[src/rtl/lookup_ctrl_writer.sv]
// ---------------------------------------------------------------------------
// lookup_ctrl_writer
//
// Control-plane producer for one pipeline stage's match tables. It takes
// 256-bit configuration packets from the control stream and keeps only those
// addressed to this stage. From each accepted packet it builds either a
// key/mask CAM entry or an action RAM entry, then issues a one-cycle write
// strobe on the lookup engine's control channel.
//
// Packet layout:
//   header beat  [255:248] stage, [247:240] type (0x01 key, 0x02 action),
//                [239:236] entry address
//   key packet   : header, key beat, mask beat
//   action packet: header, bits[255:0], bits[511:256], bits[624:512]
//
// Ports:
//   clk, rst             clock, synchronous active-high reset
//   s_axis_tdata/tvalid/tlast/tready   control stream (this block is sink)
//   lookup_din, lookup_din_mask, lookup_din_addr, lookup_din_en
//                        CAM write channel (strobe is one cycle wide)
//   action_data_in, action_addr, action_en
//                        action RAM write channel (strobe is one cycle wide)
//   err_cnt              (only with LKUP_WR_ERR_CNT_EN) count of aborted
//                        packets and unknown-type headers for this stage,
//                        saturating at 0xFFFF
//
// Optional feature macro: LKUP_WR_ERR_CNT_EN
// ---------------------------------------------------------------------------
module lookup_ctrl_writer #(
   parameter int unsigned STAGE    = 0,
   parameter int unsigned KEY_LEN  = 197,
   parameter int unsigned ACT_LEN  = 25,
   parameter int unsigned C_DATA_W = 256
) (
   input  logic                    clk,
   input  logic                    rst,
   input  logic [C_DATA_W-1:0]     s_axis_tdata,
   input  logic                    s_axis_tvalid,
   input  logic                    s_axis_tlast,
   output logic                    s_axis_tready,
   output logic [KEY_LEN-1:0]      lookup_din,
   output logic [KEY_LEN-1:0]      lookup_din_mask,
   output logic [3:0]              lookup_din_addr,
   output logic                    lookup_din_en,
   output logic [ACT_LEN*25-1:0]   action_data_in,
   output logic [3:0]              action_addr,
   output logic                    action_en
`ifdef LKUP_WR_ERR_CNT_EN
   ,
   output logic [15:0]             err_cnt
`endif
);

   localparam int unsigned ACT_W  = ACT_LEN * 25;
   // Width of the last action beat's payload (625 - 512 = 113 by default).
   localparam int unsigned ACT3_W = ACT_W - 2 * C_DATA_W;

   localparam logic [7:0] STAGE_ID  = 8'(STAGE);
   localparam logic [7:0] TYPE_KEY  = 8'h01;
   localparam logic [7:0] TYPE_ACT  = 8'h02;

   typedef enum logic [3:0] {
      S_HDR,
      S_KEY,
      S_MASK,
      S_ACT1,
      S_ACT2,
      S_ACT3,
      S_WRK,
      S_WRA,
      S_DROP
   } state_t;

   state_t r_state;
   state_t w_next;

   logic                w_accept;
   logic                w_stage_hit;
   logic [7:0]          w_type;

   // Shadow registers for the entry under assembly.
   logic [3:0]          r_addr;
   logic [KEY_LEN-1:0]  r_key;
   logic [C_DATA_W-1:0] r_act_lo;
   logic [C_DATA_W-1:0] r_act_mid;
   // Remembers whether the final data beat closed the packet, so the write
   // state knows whether trailing beats must be drained.
   logic                r_last;

   assign w_accept    = s_axis_tvalid & s_axis_tready;
   assign w_stage_hit = (s_axis_tdata[255:248] == STAGE_ID);
   assign w_type      = s_axis_tdata[247:240];

   // ---------------------------------------------------------------- state
   always_ff @(posedge clk) begin
      if (rst) begin
         r_state <= S_HDR;
      end else begin
         r_state <= w_next;
      end
   end

   // ------------------------------------------------- next state / outputs
   always_comb begin
      w_next        = r_state;
      s_axis_tready = 1'b1;
      lookup_din_en = 1'b0;
      action_en     = 1'b0;

      case (r_state)
         S_HDR: begin
            if (w_accept) begin
               // A header that is also the last beat carries no entry.
               if (s_axis_tlast) begin
                  w_next = S_HDR;
               end else if (w_stage_hit && (w_type == TYPE_KEY)) begin
                  w_next = S_KEY;
               end else if (w_stage_hit && (w_type == TYPE_ACT)) begin
                  w_next = S_ACT1;
               end else begin
                  w_next = S_DROP;
               end
            end
         end
         S_KEY: begin
            if (w_accept) begin
               w_next = s_axis_tlast ? S_HDR : S_MASK;
            end
         end
         S_MASK: begin
            if (w_accept) begin
               w_next = S_WRK;
            end
         end
         S_ACT1: begin
            if (w_accept) begin
               w_next = s_axis_tlast ? S_HDR : S_ACT2;
            end
         end
         S_ACT2: begin
            if (w_accept) begin
               w_next = s_axis_tlast ? S_HDR : S_ACT3;
            end
         end
         S_ACT3: begin
            if (w_accept) begin
               w_next = S_WRA;
            end
         end
         S_WRK: begin
            s_axis_tready = 1'b0;
            lookup_din_en = 1'b1;
            w_next        = r_last ? S_HDR : S_DROP;
         end
         S_WRA: begin
            s_axis_tready = 1'b0;
            action_en     = 1'b1;
            w_next        = r_last ? S_HDR : S_DROP;
         end
         S_DROP: begin
            if (w_accept && s_axis_tlast) begin
               w_next = S_HDR;
            end
         end
         default: begin
            w_next = S_HDR;
         end
      endcase
   end

   // ------------------------------------------------------ entry assembly
   // An early tlast leaves the shadows untouched so a partial packet never
   // disturbs previously collected data.
   always_ff @(posedge clk) begin
      if (w_accept) begin
         case (r_state)
            S_HDR:  r_addr <= s_axis_tdata[239:236];
            S_KEY:  if (!s_axis_tlast) r_key <= s_axis_tdata[KEY_LEN-1:0];
            S_ACT1: if (!s_axis_tlast) r_act_lo <= s_axis_tdata;
            S_ACT2: if (!s_axis_tlast) r_act_mid <= s_axis_tdata;
            default: ;
         endcase
      end
   end

   // -------------------------------------------------------- write outputs
   // Output data/address load on the final data beat, so they change in
   // exactly the cycle the strobe is high and hold until the next write.
   always_ff @(posedge clk) begin
      if (rst) begin
         lookup_din      <= '0;
         lookup_din_mask <= '0;
         lookup_din_addr <= '0;
         action_data_in  <= '0;
         action_addr     <= '0;
         r_last          <= 1'b0;
      end else if (w_accept) begin
         if (r_state == S_MASK) begin
            lookup_din      <= r_key;
            lookup_din_mask <= s_axis_tdata[KEY_LEN-1:0];
            lookup_din_addr <= r_addr;
            r_last          <= s_axis_tlast;
         end else if (r_state == S_ACT3) begin
            action_data_in  <= {s_axis_tdata[ACT3_W-1:0], r_act_mid, r_act_lo};
            action_addr     <= r_addr;
            r_last          <= s_axis_tlast;
         end
      end
   end

`ifdef LKUP_WR_ERR_CNT_EN
   // ------------------------------------------------------- error counter
   logic w_abort;
   logic w_bad_type;
   logic w_err_evt;

   assign w_abort    = w_accept && s_axis_tlast &&
                       ((r_state == S_KEY) || (r_state == S_ACT1) ||
                        (r_state == S_ACT2));
   // Foreign-stage packets are not this stage's errors, so only headers
   // addressed here with an unrecognised type are counted.
   assign w_bad_type = w_accept && (r_state == S_HDR) && w_stage_hit &&
                       (w_type != TYPE_KEY) && (w_type != TYPE_ACT);
   assign w_err_evt  = w_abort || w_bad_type;

   always_ff @(posedge clk) begin
      if (rst) begin
         err_cnt <= '0;
      end else if (w_err_evt && (err_cnt != 16'hFFFF)) begin
         err_cnt <= err_cnt + 16'd1;
      end
   end
`else
   // Error counting is not built in this configuration.
`endif

endmodule

[config.mk]
export PLATFORM = sky130hd
export DESIGN_NAME = lookup_ctrl_writer
export DESIGN_NICKNAME = d
export VERILOG_FILES = /design/src/rtl/lookup_ctrl_writer.sv
export SDC_FILE = /design/constraint.sdc
export NUM_CORES = 2
export LEC_CHECK = 0
export BUFFER_PORTS_ARGS = -buffer_cell sky130_fd_sc_hd__buf_2
export CORE_AREA = 2 2 499 501
export CTS_BUF_LIST = sky130_fd_sc_hd__clkbuf_8
export DETAILED_ROUTE_END_ITERATION = 16
export DIE_AREA = 0 0 501 503
export PLACE_DENSITY = 0.46
export SYNTH_ARGS = -nofsm -noshare
export SYNTH_HDL_FRONTEND = slang
export SYNTH_SLANG_ARGS = --single-unit
[constraint.sdc]
create_clock -name clk -period 50.6 [get_ports clk]
set_clock_uncertainty 0.2 [all_clocks]
set_input_delay 7.59 -clock clk [delete_from_list [all_inputs] [get_ports clk]]
set_output_delay 7.59 -clock clk [all_outputs]
set_load 0.005 [all_outputs]
==> metrics.txt <==
Post-synth top cells=nand2_1, a21oi_1, dfxtp_1; starting DRC count in detailed routing=2828; worst-path maximum fanout=146; Die W=501 um; mapped cell area=56900 um2; Post-route DRC=0; Worst-path clk slew=0.06 ns; full die area=252000 um2; GPL Wtd Cong=0.828; Final Setup Violations=0; post-synthesis async set-or-reset flop share=0; CP startpoint kind=input port; CTS H-tree depth=5; Seq/Total Area, Yosys=0.739; clk_lat worst skew=1.00 ns; combinational power share=0.017; worst slew pin tran=1.32 ns; yosys synthesis warning count=0; Worst Slack Setup Final=37.96 ns; First-pass DRT Iterations=5; Post-synth EDFFs=713; Final Cycle Share=0.250; Starting Density=0.230; cts-stage hold buffer count=0; largest net degree at the start of global routing=179; Yosys reg bits=1745; DP Worst Slack=37.10 ns; synth top area cells=edfxtp_1, dfxtp_1, nand2_1, a21oi_1, buf_2; Root Driver=clkbuf_8; Post-CTS Setup Repair Bufs=0; post-CTS resize count=0; Yosys top cell area share=0.376; CTS Buffer Depth=4; Routed WL=209 mm; Worst VDD drop=0.0208 mV; Core ar.=247000 um2; Slew Limit Fails=0; Die Height=503 um; Synth-to-Final Area Change=27.1%; first-pass GRT wire length=294 mm; Leak=27.5 nW; clock buffer count from CTS=321; Cell Pwr Density=38.6 nW/um2; Worst slew margin=0.122; min Tclk post-route=12.64 ns; run status=finished, final reports clean; Syn Nets=5484; nets@finish=6806; critical path type=input port to register; TritonCTS clock tree=built; routed vias=42900; initial antenna violation count=49; Min-Delay Path Class=register to register; Clock Sinks=1745; vias in the first global route=41200; vias per cell=4.28; row cnt=183; share of cells above drive strength 1=0.259; count leader, synth=nand2_1; cell taking the most area after synthesis=edfxtp_1; critical path arrival=13.23 ns; setup TNS=0 ns; Primary FF master, synth=dfxtp_1; RSZ-0062 raised after global routing=no; sequential power share=0.524; Netlist cell types=34; I/O pin cnt=1290; clock power share=0.458; switching share of total power=0.227; element type at the critical path end=register; WP data required=51.18 ns; average cell area after synthesis=10.9 um2; Avg WL per Cell=20.9 um; hpwl dp=141 mm; Int Pwr=2.16 mW; Post-Synthesis Cells=5224; max cap viols=0; Port Buffers=1289; GRT Total Usage=0.158; total global routing overflow=0; Final Hold Vio Count=0; Peak Freq=79.1 MHz; DRT antenna net count=0; net switching power=0.634 mW
## metrics by stage
stage,instance area (um2),std cells,hold WS [ns],power (mW),util
global placement,66200,9460,0.239,1.54,0.268
detailed placement,66200,9460,0.243,1.54,0.268
CTS,72300,10000,0.225,2.83,0.293
floorplan,56900,5224,0.253,1.51,-
finish,72300,10000,0.228,2.79,0.293
global route,72300,10000,0.264,2.90,0.293
## path summary, 6_finish.rpt
check / depth (start not counted) / startpoint / slack (ns) / endpoint
worst max register to register: 8 / r_state[1]$_SDFFE_PP0P_ / 44.75 / action_data_in[331]$_SDFFE_PP0P_
worst min register to register: 2 / r_key[118]$_DFFE_PP_ / 0.23 / lookup_din[118]$_SDFFE_PP0P_
worst max-delay path: 8 / rst / 37.96 / action_data_in[610]$_SDFFE_PP0P_
worst min-delay path: 2 / r_key[118]$_DFFE_PP_ / 0.23 / lookup_din[118]$_SDFFE_PP0P_
## flip-flops by register name, indices dropped and copies added (netlist names)
name / count
action_addr: 4
action_data_in: 625
lookup_din: 197
lookup_din_addr: 4
lookup_din_mask: 197
r_act_lo: 256
r_act_mid: 256
r_addr: 4
r_key: 197
r_last: 1
r_state: 4
## layout by cell type (no fill, tap or decap), types with 2 or more instances in the layout
master and instances:
a21oi_1 1032, buf_12 4, buf_2 1288, buf_4 50
bufinv_16 4, clkbuf_8 369, clkinv_1 19, clkinv_2 23
clkinvlp_4 8, dfxtp_1 1032, diode_2 12, edfxtp_1 713
inv_1 142, inv_6 5, inv_8 3, nand2_1 2059
nand3b_1 2, nor2_1 6, nor2_4 3, nor3_1 2
nor4_1 4, o21ai_0 2, o21bai_1 2, or2_4 2
or4_1 2
## cell type report
type                    instances  area, um2
diodes                         12       30.0
clock buffers                 369       5080
clock inverters               201        966
fillers                     26100     175000
inverters                       3       11.3
multi-input cells            3132      13200
flip-flops and latches       1745      42100
well taps                    3237       4050
repair buffers               1343       6920
## worst max-delay path, stage by stage
cell,delay (ns)
buf_8,0.63
buf_4,0.77
buf_4,0.68
buf_4,0.85
buf_4,0.72
buf_4,0.60
buf_4,0.77
a21oi_1,0.08
## kinds of logic (layout without fill, tap and decap cells)
group	count (synthesis)	after routing	share of synthesized area
AND/OR/NAND/NOR	2090	2090	0.139
flip-flops	1745	1745	0.739
AO/OA/AOI/OAI	1040	1040	0.0918
buffers and inverters	347	1916	0.0294
XOR/XNOR	1	1	0.000154
multiplexers	1	1	0.000176
other	0	12	0
## power groups by stage
stage          Clock (mW)  Sequential (mW)  Combinational (mW)
3_3_place_gp            0             1.49              0.0492
6_report             1.28             1.46              0.0486
4_1_cts              1.32             1.46              0.0498
3_5_place_dp            0             1.49              0.0497
5_1_grt              1.38             1.46              0.0516
2_1_floorplan           0             1.49              0.0119
## layer usage
layer / up-vias / track usage / share of wire
met5: - / 0 / 0.00082
li1: 20100 / - / -
met1: 20700 / 0.188 / 0.40
met4: 26 / 0.0708 / 0.042
met3: 404 / 0.0667 / 0.10
met2: 1688 / 0.247 / 0.45
No activity file was read; power rests on OpenSTA's default activity.
